$ cat src/rtl/frame_mem_arbiter_pkg.sv
// -----------------------------------------------------------------------------
// frame_mem_arbiter_pkg
// Shared definitions for the frame buffer memory arbiter:
//   - default geometry constants (address width, burst length, frame size,
//     writer starvation limit)
//   - FSM state encoding used by the arbiter
//   - small helper to classify command-issuing states
// -----------------------------------------------------------------------------
package frame_mem_arbiter_pkg;

    localparam int DEF_ADDR_W        = 22;
    localparam int DEF_BURST_LEN     = 8;
    localparam int DEF_FRAME_WORDS   = 307200;  // 640 x 480 words
    localparam int DEF_WR_STARVE_MAX = 64;

    // Arbiter FSM state encoding
    typedef logic [1:0] fsm_state_t;

    localparam fsm_state_t ST_IDLE   = 2'd0;
    localparam fsm_state_t ST_RD_CMD = 2'd1;
    localparam fsm_state_t ST_WR_CMD = 2'd2;
    localparam fsm_state_t ST_WAIT   = 2'd3;

    // True for the states that present a command to the memory controller
    function automatic logic is_cmd_state(input fsm_state_t st);
        return (st == ST_RD_CMD) || (st == ST_WR_CMD);
    endfunction

endpackage

$ cat src/rtl/frame_addr_gen.sv
// -----------------------------------------------------------------------------
// frame_addr_gen
// Burst start-address counter for one frame stream (display read or camera
// write). Advances by BURST_LEN when its burst completes, wraps at the end of
// the frame, and handles frame-start pulses: zero immediately when no burst
// of this stream is in flight, otherwise remember the request and load zero
// when the in-flight burst completes.
//
// Ports:
//   clk          in   clock, rising edge
//   rst_n        in   asynchronous active-low reset
//   frame_start  in   one-cycle frame-start pulse for this stream
//   burst_active in   this stream owns the current command or wait phase
//   burst_done   in   this stream's burst completed this cycle
//   addr_next    out  counter value after the coming clock edge
// -----------------------------------------------------------------------------
module frame_addr_gen
    import frame_mem_arbiter_pkg::*;
#(
    parameter int ADDR_W      = DEF_ADDR_W,
    parameter int BURST_LEN   = DEF_BURST_LEN,
    parameter int FRAME_WORDS = DEF_FRAME_WORDS
) (
    input  logic              clk,
    input  logic              rst_n,
    input  logic              frame_start,
    input  logic              burst_active,
    input  logic              burst_done,
    output logic [ADDR_W-1:0] addr_next
);

    localparam logic [ADDR_W-1:0] STEP_C = ADDR_W'(BURST_LEN);
    localparam logic [ADDR_W-1:0] LAST_C = ADDR_W'(FRAME_WORDS - BURST_LEN);
    localparam logic [ADDR_W-1:0] ZERO_C = {ADDR_W{1'b0}};

    logic [ADDR_W-1:0] addr_r;
    logic [ADDR_W-1:0] addr_next_s;
    logic              pending_r;
    logic              pending_next_s;

    // Next counter value and deferred frame-start flag
    always_comb begin
        addr_next_s    = addr_r;
        pending_next_s = pending_r;
        if (burst_done) begin
            // A frame start seen during this burst, or arriving with its
            // completion, restarts the frame instead of advancing.
            pending_next_s = 1'b0;
            if (pending_r || frame_start) begin
                addr_next_s = ZERO_C;
            end else if (addr_r >= LAST_C) begin
                addr_next_s = ZERO_C;
            end else begin
                addr_next_s = addr_r + STEP_C;
            end
        end else if (frame_start) begin
            if (burst_active) begin
                pending_next_s = 1'b1;
            end else begin
                addr_next_s = ZERO_C;
            end
        end else begin
            addr_next_s    = addr_r;
            pending_next_s = pending_r;
        end
    end

    // Counter and pending-flag state
    always_ff @(posedge clk or negedge rst_n) begin
        if (!rst_n) begin
            addr_r    <= ZERO_C;
            pending_r <= 1'b0;
        end else begin
            addr_r    <= addr_next_s;
            pending_r <= pending_next_s;
        end
    end

    assign addr_next = addr_next_s;

endmodule

$ cat src/rtl/frame_mem_arbiter.sv
// -----------------------------------------------------------------------------
// frame_mem_arbiter
// Arbitrates a single memory controller between a display reader and a camera
// writer, one burst outstanding at a time. Display reads win in IDLE unless
// the writer has waited WR_STARVE_MAX cycles. Each stream keeps its own
// frame address counter (frame_addr_gen).
//
// Ports:
//   iCLK             in   clock, rising edge
//   iRST_N           in   asynchronous active-low reset
//   iRd_Req          in   display line buffer needs a refill (level)
//   iRd_Frame_Start  in   display vsync pulse
//   iWr_Req          in   camera FIFO holds a full burst (level)
//   iWr_Frame_Start  in   camera frame-start pulse
//   oRd_Grant        out  pulse when a read command is accepted
//   oWr_Grant        out  pulse when a write command is accepted
//   oMem_Cmd_Valid   out  command valid toward memory controller
//   iMem_Cmd_Ready   in   memory controller accepts command
//   oMem_Cmd_Write   out  1 = write burst, 0 = read burst
//   oMem_Addr        out  burst start word address
//   iMem_Done        in   pulse when the accepted burst completes
//   oBusy            out  high whenever the FSM is not IDLE
// -----------------------------------------------------------------------------
module frame_mem_arbiter
    import frame_mem_arbiter_pkg::*;
#(
    parameter int ADDR_W        = DEF_ADDR_W,
    parameter int BURST_LEN     = DEF_BURST_LEN,
    parameter int FRAME_WORDS   = DEF_FRAME_WORDS,
    parameter int WR_STARVE_MAX = DEF_WR_STARVE_MAX
) (
    input  logic              iCLK,
    input  logic              iRST_N,
    input  logic              iRd_Req,
    input  logic              iRd_Frame_Start,
    input  logic              iWr_Req,
    input  logic              iWr_Frame_Start,
    output logic              oRd_Grant,
    output logic              oWr_Grant,
    output logic              oMem_Cmd_Valid,
    input  logic              iMem_Cmd_Ready,
    output logic              oMem_Cmd_Write,
    output logic [ADDR_W-1:0] oMem_Addr,
    input  logic              iMem_Done,
    output logic              oBusy
);

    localparam int STARVE_W = $clog2(WR_STARVE_MAX + 1);
    localparam logic [STARVE_W-1:0] STARVE_MAX_C  = STARVE_W'(WR_STARVE_MAX);
    localparam logic [STARVE_W-1:0] STARVE_ONE_C  = STARVE_W'(1);
    localparam logic [STARVE_W-1:0] STARVE_ZERO_C = {STARVE_W{1'b0}};
    localparam logic [ADDR_W-1:0]   ADDR_ZERO_C   = {ADDR_W{1'b0}};

    fsm_state_t          state_r;
    fsm_state_t          state_next_s;
    logic                owner_wr_r;
    logic                owner_wr_next_s;
    logic [STARVE_W-1:0] starve_r;
    logic [STARVE_W-1:0] starve_next_s;
    logic                cmd_valid_r;
    logic                cmd_write_r;
    logic [ADDR_W-1:0]   mem_addr_r;
    logic [ADDR_W-1:0]   cmd_addr_next_s;
    logic                busy_r;

    logic                rd_grant_s;
    logic                wr_grant_s;
    logic                done_s;
    logic                rd_active_s;
    logic                wr_active_s;
    logic                rd_done_s;
    logic                wr_done_s;
    logic [ADDR_W-1:0]   rd_addr_next_s;
    logic [ADDR_W-1:0]   wr_addr_next_s;

    // Grants are the handshake itself, so they cannot lag the accept cycle;
    // they are qualified by the registered state and therefore 0 in reset.
    assign rd_grant_s = (state_r == ST_RD_CMD) & iMem_Cmd_Ready;
    assign wr_grant_s = (state_r == ST_WR_CMD) & iMem_Cmd_Ready;

    // Completion only counts while a burst is actually outstanding
    assign done_s    = (state_r == ST_WAIT) & iMem_Done;
    assign rd_done_s = done_s & ~owner_wr_r;
    assign wr_done_s = done_s &  owner_wr_r;

    assign rd_active_s = (state_r == ST_RD_CMD) | ((state_r == ST_WAIT) & ~owner_wr_r);
    assign wr_active_s = (state_r == ST_WR_CMD) | ((state_r == ST_WAIT) &  owner_wr_r);

    frame_addr_gen #(
        .ADDR_W      (ADDR_W),
        .BURST_LEN   (BURST_LEN),
        .FRAME_WORDS (FRAME_WORDS)
    ) u_rd_addr (
        .clk          (iCLK),
        .rst_n        (iRST_N),
        .frame_start  (iRd_Frame_Start),
        .burst_active (rd_active_s),
        .burst_done   (rd_done_s),
        .addr_next    (rd_addr_next_s)
    );

    frame_addr_gen #(
        .ADDR_W      (ADDR_W),
        .BURST_LEN   (BURST_LEN),
        .FRAME_WORDS (FRAME_WORDS)
    ) u_wr_addr (
        .clk          (iCLK),
        .rst_n        (iRST_N),
        .frame_start  (iWr_Frame_Start),
        .burst_active (wr_active_s),
        .burst_done   (wr_done_s),
        .addr_next    (wr_addr_next_s)
    );

    // FSM next-state: starved writer first, then display, then writer
    always_comb begin
        state_next_s = state_r;
        case (state_r)
            ST_IDLE: begin
                if (iWr_Req && (starve_r == STARVE_MAX_C)) begin
                    state_next_s = ST_WR_CMD;
                end else if (iRd_Req) begin
                    state_next_s = ST_RD_CMD;
                end else if (iWr_Req) begin
                    state_next_s = ST_WR_CMD;
                end else begin
                    state_next_s = ST_IDLE;
                end
            end
            ST_RD_CMD, ST_WR_CMD: begin
                // Once issued, a command stays until accepted regardless of
                // the requester dropping its request.
                if (iMem_Cmd_Ready) begin
                    state_next_s = ST_WAIT;
                end else begin
                    state_next_s = state_r;
                end
            end
            ST_WAIT: begin
                if (iMem_Done) begin
                    state_next_s = ST_IDLE;
                end else begin
                    state_next_s = ST_WAIT;
                end
            end
            default: begin
                state_next_s = ST_IDLE;
            end
        endcase
    end

    // Burst ownership, latched when a command phase begins
    always_comb begin
        owner_wr_next_s = owner_wr_r;
        if (state_next_s == ST_WR_CMD) begin
            owner_wr_next_s = 1'b1;
        end else if (state_next_s == ST_RD_CMD) begin
            owner_wr_next_s = 1'b0;
        end else begin
            owner_wr_next_s = owner_wr_r;
        end
    end

    // Writer starvation counter: counts waiting cycles, saturates, clears on grant
    always_comb begin
        starve_next_s = starve_r;
        if (wr_grant_s) begin
            starve_next_s = STARVE_ZERO_C;
        end else if (iWr_Req && (state_r != ST_WR_CMD) && (starve_r != STARVE_MAX_C)) begin
            starve_next_s = starve_r + STARVE_ONE_C;
        end else begin
            starve_next_s = starve_r;
        end
    end

    // Address presented in the next cycle; counters are stable during a
    // command phase, so taking the post-edge value also picks up a frame
    // restart that lands on the IDLE cycle that launches the command.
    always_comb begin
        cmd_addr_next_s = ADDR_ZERO_C;
        case (state_next_s)
            ST_RD_CMD: cmd_addr_next_s = rd_addr_next_s;
            ST_WR_CMD: cmd_addr_next_s = wr_addr_next_s;
            default:   cmd_addr_next_s = ADDR_ZERO_C;
        endcase
    end

    // FSM state, arbitration bookkeeping and registered command outputs
    always_ff @(posedge iCLK or negedge iRST_N) begin
        if (!iRST_N) begin
            state_r     <= ST_IDLE;
            owner_wr_r  <= 1'b0;
            starve_r    <= STARVE_ZERO_C;
            cmd_valid_r <= 1'b0;
            cmd_write_r <= 1'b0;
            mem_addr_r  <= ADDR_ZERO_C;
            busy_r      <= 1'b0;
        end else begin
            state_r     <= state_next_s;
            owner_wr_r  <= owner_wr_next_s;
            starve_r    <= starve_next_s;
            cmd_valid_r <= is_cmd_state(state_next_s);
            cmd_write_r <= (state_next_s == ST_WR_CMD);
            mem_addr_r  <= cmd_addr_next_s;
            busy_r      <= (state_next_s != ST_IDLE);
        end
    end

    assign oRd_Grant      = rd_grant_s;
    assign oWr_Grant      = wr_grant_s;
    assign oMem_Cmd_Valid = cmd_valid_r;
    assign oMem_Cmd_Write = cmd_write_r;
    assign oMem_Addr      = mem_addr_r;
    assign oBusy          = busy_r;

endmodule

$ cat config.mk
export PLATFORM = sky130hd
export DESIGN_NAME = frame_mem_arbiter
export DESIGN_NICKNAME = d
export VERILOG_FILES = /design/src/rtl/frame_mem_arbiter_pkg.sv /design/src/rtl/frame_addr_gen.sv /design/src/rtl/frame_mem_arbiter.sv
export SDC_FILE = /design/constraint.sdc
export NUM_CORES = 1
export LEC_CHECK = 0
export BUFFER_PORTS_ARGS = -buffer_cell sky130_fd_sc_hd__buf_2
export CORE_MARGIN = 4
export CORE_UTILIZATION = 45
export DETAILED_ROUTE_END_ITERATION = 8
export PLACE_DENSITY = 0.65
export SYNTH_ARGS = -nofsm -noshare
export SYNTH_HDL_FRONTEND = slang
export SYNTH_SLANG_ARGS = --single-unit
export TNS_END_PERCENT = 5
$ cat constraint.sdc
create_clock -name iCLK -period 3.14 [get_ports iCLK]
set_clock_uncertainty 0.2 [all_clocks]
set_input_delay 0.314 -clock iCLK [delete_from_list [all_inputs] [get_ports iCLK]]
set_output_delay 0.314 -clock iCLK [all_outputs]
set_load 0.02 [all_outputs]
# Word-level counts from Yosys, hierarchy flattened
# Cells that the tools add are included.
# word_totals
word_cells,78
out_inout_bits,27
inputBits,8
regBits,81
# classes
mux,27
n_lt_le_gt_ge,2
bitwise,10
add_sub_neg,3
reduce_logical,17
n_eq_ne,8
# ops
op,n
two-way mux 22 bit,10
"adder 22 x 4 -> 22 bit, second input constant",2
"greater-or-equal comparator 22 x 19 -> 1 bit, second input constant",2
case mux 22 bit (2 select lines),1
two-way mux 7 bit,2
nonzero test 2 bit,7
two-way mux 2 bit,5
two-way mux 1 bit,8
"adder 7 x 1 -> 7 bit, second input constant",1
bitwise AND 1 bit,7
"== test 7 bit, second input constant",1
"inequality test 7 bit, second input constant",1
"== test 2 bit, second input constant",3
case mux 2 bit (3 select lines),1
"== test 2 x 1 -> 1 bit, second input constant",2
AND reduction 2 bit,2
logical AND 1 bit,3
logical OR 1 bit,3
zero test 2 bit,1
"inequality test 2 bit, second input constant",1
OR 1 bit,2
OR reduction 2 bit,1
inverter 1 bit,1

# Logic depth before layout (Yosys ltp)
# logic_depth
word_depth,7
ltp_mapped,13
mapped_depth_nobuf,12

# Modules after synthesis
# From an unflattened synthesis, not the netlist that was laid out.
# unflattened
cells_unflattened,391
area_unflattened_um2,4063.9
# by_module_without_submodules
mod,n_inst,cells_each,seq_area_each_um2,area_per_inst_um2
frame_addr_gen,2,134,575.6,1256.2
frame_mem_arbiter,1,123,875.8,1551.5

# Worst setup path after synthesis
# Ideal clock, no wire load.
# synth_path
kind,flip-flop to flip-flop
start,reg starve_r[3]
end,reg mem_addr_r[18] (netlist: oMem_Addr[18])
arrival_time_ns,2.667
path_buffers,1
path_stages_with_launch,13
setup_slack_ns,0.187
required_time_ns,2.853
setup_ns,0.087
synth_period_minus_slack_ns,2.953
path_cell_list,dfrtp_1 nor4_1 nand3_1 nand2_1 nand2_1 a22o_1 ha_1 nor4bb_1 o2111ai_1 a21oi_1 buf_2 o21ai_0 o211ai_1
# synth_via
elab_chain_cells,6
word_cells_on_any_way,7
cone_classes,eq/ne (3); mux (3); reduce/logical (1)
# synth_rtl
element,line_no,text
from (decl),frame_mem_arbiter.sv:58,logic [STARVE_W-1:0] starve_r;
from (signal assigned),frame_mem_arbiter.sv:201,starve_r <= starve_next_s;
== test 7 bit (*),frame_mem_arbiter.sv:120,if (iWr_Req && (starve_r == STARVE_MAX_C)) begin
logical AND 1 bit (*),frame_mem_arbiter.sv:120,
two-way mux 2 bit (*),frame_mem_arbiter.sv:120,
case mux 2 bit (3 select lines) (*),frame_mem_arbiter.sv:118,case (state_r)
== test 2 bit or == test 2 x 1 -> 1 bit (tied branches),frame_mem_arbiter.sv:181,case (state_next_s)
case mux 22 bit (2 select lines) (*),frame_mem_arbiter.sv:181,
named net cmd_addr_next_s[18],frame_mem_arbiter.sv:63,logic [ADDR_W-1:0] cmd_addr_next_s;
to (signal assigned),frame_mem_arbiter.sv:204,mem_addr_r <= cmd_addr_next_s;
to (decl),frame_mem_arbiter.sv:62,logic [ADDR_W-1:0] mem_addr_r;
# The timed path passes the listed nets; every way through them passes the cells marked *.
# A chain may end at the register's enable or synchronous reset.

# Worst setup path in the final report
# layout_path
start,reg starve_r[2]
end,reg mem_addr_r[9] (netlist: oMem_Addr[9])
# Same word-level chain as after synthesis.

==> summary.txt <==
Logic synthesis
  – Mapped Nets: 493
  – Area contributors post-synth: dfrtp_1 45%, xnor2_1 4.3%, a21oi_1 3.8%
  – Top cell type's share of synthesized area: 45.0%
  – FF+latch count, synth: 81
  – Mean Syn Cell Area: 9.50 sq um
  – Most frequent cell after synthesis: dfrtp_1
  – Post-synth EDFFs: 0
  – Warnings, synthesis: 0
  – Async SR Flop Fraction: 100%
  – Syn Std Cell Area: 4500 sq um
  – Commonest cells post-synth: 81 x dfrtp_1, 41 x nand2_1, 34 x a21oi_1
  – Cells after Synth: 474
  – Sequential area share after synthesis: 45.0%
  – Main synth FF type: dfrtp_1
  – Unique cell type count in the Yosys netlist: 60
  – Dominant cell type by area after synthesis: dfrtp_1

Route
  – DRT Pass-1 Iters: 5
  – Metal2 WL: 5.19 mm
  – Final WL: 10.8 mm
  – DRC viols: 0
  – Met3 wire length: 461 um
  – Iteration-0 DRC Markers: 247
  – Drt via density: 5.76
  – Met1 wire length: 4.90 mm
  – Vias after detailed routing: 3,644
  – Top Metal Used: met4
  – Routed WL per cell: 17.1 um
  – DRT antenna net count: 0

STA
  – Slew @ Worst Pin: 1020 ps
  – Max Freq: 340 MHz
  – Setup tns final: 0 ps
  – Min cycle time layout: 2940 ps
  – Rel. slew slack: 32.2%
  – Max-slew violation count: 0
  – Hold Fails Final Rpt: 0
  – Fin crit share: 93.7%
  – Final setup violating endpoints: 0
  – Hold slack: 87.4 ps

Cells and area
  – Register area: 2030 sq um
  – Final nets: 515
  – Ant diodes: 0
  – Area delta synth->final: 11.2%
  – Layout cell share with drive strength beyond 1: 16.0%
  – Total area of multi-input combinational cells: 2230 sq um
  – FILL cells: 927

Floorplanning
  – Die Span Y: 108 um
  – Die Span X: 108 um
  – Initial Util: 46.1%
  – Total die area: 11,700 sq um
  – Placement Rows: 36
  – I/O pin total: 35
  – Core box area: 9770 sq um

Clock network
  – Clock tree buffer depth: 2
  – Clock slew at reported path FFs: 90 ps
  – H-Tree Level Count: 3
  – Clk_lat worst skew: 350 ps
  – CTS root buf: clkbuf_8
  – TritonCTS clock tree: done
  – Cts bufs inserted: 9
  – # clock sinks: 81

Critical path
  – Slowest Stage Delay on Critical Path: 430 ps
  – Setup Crit Path Kind: reg2reg
  – CP cell instances: nor4_4 > nand3_2 > nand2_1 > nand2_1 > a22o_1 > ha_1 > buf_4 > nand2_1 > a311oi_2 > buf_4 > a22o_1 > a21oi_2 > o21ai_1
  – CP arrival: 2970 ps
  – Crit start category: flop
  – R2R setup slack: 200 ps
  – WP data required: 3170 ps
  – CP max FO: 18
  – Slowest cell on crit path: dfrtp_1
  – CP dominant cell by count: nand2_1
  – CP Capture Type: flop

Placed design
  – HPWL Detailed: 7.56 mm
  – IO buf count: 34
  – Routability cong.: 0.868

Global route
  – Initial antenna violation count: 0
  – Total grt overflow: 0
  – GRT Total Usage: 19.8%
  – First-pass GRT wire length: 18.2 mm
  – Largest net degree at the start of global routing: 82
  – Vias in the first global route: 3,659

Pwr
  – Leak Pwr: 2.22 nW
  – Pwr Density: 617 nW/um^2
  – IR Drop Worst-Case VDD: 334 uV

Outcome
  – Status: completed

Flow run
  – Max-cap viol count: 0

Min path
  – Hold/Removal Path Class: in2reg
[cell type report]
class | count | share of cell area, %
clock inverters | 6 | 1.67
well taps | 133 | 3.32
flip-flops and latches | 81 | 40.5
repair buffers | 46 | 5.87
inverters | 21 | 1.57
clock buffers | 9 | 2.47
multi-input cells | 337 | 44.6
[routing by layer]
layer | track usage, % | vias up
li1 | - | 1755
met1 | 26.3 | 1775
met2 | 32.1 | 92
met3 | 4.12 | 22
met4 | 7.30 | 0
met5 | 0 | -
[power breakdown]
part	internal (mW)	switching [mW]	total [mW]
logic	0.390	0.687	1.08
clock network	0.441	0.381	0.822
registers	1.13	0.0678	1.19
total	1.96	1.14	3.09
[worst max-delay path: cells and delay by family (launching register included)]
family / cells / cell delay [ps]
AOI/OAI and AO/OA: 5 / 780
adders and majority gates: 1 / 300
buffers and inverters: 2 / 380
DFF: 1 / 430
and+or+nand+nor: 5 / 720
[flip-flops by register name (all words and copies together) (netlist names)]
| register | count |
|---|---|
| u_wr_addr.addr_r | 22 |
| oMem_Cmd_Write | 1 |
| oBusy | 1 |
| u_wr_addr.pending_r | 1 |
| state_r | 2 |
| oMem_Addr | 22 |
| u_rd_addr.addr_r | 22 |
| owner_wr_r | 1 |
| oMem_Cmd_Valid | 1 |
| starve_r | 7 |
| u_rd_addr.pending_r | 1 |
[kinds of logic after synthesis]
family / synth area share [%]
AOI/OAI and AO/OA: 22.8
xor gates and xnor gates: 5.25
DFF: 45.0
adders and majority gates: 3.06
and+or+nand+nor: 17.5
muxes: 0.472
buffers and inverters: 5.94
[layout by cell type (no fill, tap or decap), types with 3 or more instances in the layout]
master,Yosys,final
and3_1,12,12
and4_1,3,3
xnor2_1,22,22
inv_1,21,21
nand3_1,15,14
nor3_1,7,7
buf_2,7,33
a21o_1,3,3
o21ai_0,26,26
nor2_1,19,19
or3_1,4,4
o211ai_1,6,6
o21ai_1,7,7
a41oi_1,3,3
and2_1,19,19
clkbuf_8,0,9
a22oi_1,5,5
buf_4,1,9
nand2_1,41,41
a21oi_1,34,33
dfrtp_1,81,80
nand4_1,11,11
a31oi_1,20,20
a32o_1,3,3
a22o_1,19,19
o2111ai_1,3,3
ha_1,11,11
nand2b_1,4,4
xor2_1,5,5
clkinv_2,0,3
[timing repair]
item                                    4_1_cts  5_1_grt
setup buffers                                 0        2
resized for setup                             0        6
endpoints found under the hold margin        81        0
hold buffers                                  1        0
endpoints found under the setup margin        0       15
[final timing paths]
kind                       cells after the start                 from                  end
max                                           13          starve_r[2]         oMem_Addr[9]
max in group asynchronous                      2               iRST_N          starve_r[3]
min reg2reg                                    1  u_wr_addr.addr_r[2]  u_wr_addr.addr_r[2]
max reg2reg                                   13          starve_r[2]         oMem_Addr[9]
min in group asynchronous                      2               iRST_N  u_rd_addr.addr_r[6]
min                                            3      iWr_Frame_Start  u_wr_addr.pending_r
[per-stage QoR]
step / area (sq um) / utilization (%) / instances / power [mW] / setup slack, ps
floorplan: 4500 / - / 474 / 1.88 / 187
global placement: 4720 / 48.3 / 615 / 2.22 / 144
detailed placement: 4720 / 48.3 / 615 / 2.25 / 101
CTS: 4940 / 50.5 / 631 / 3.09 / 73.2
global route: 5010 / 51.2 / 633 / 3.28 / -15.3
finish: 5010 / 51.2 / 633 / 3.09 / 199
Power figures use the tool's default switching activity.
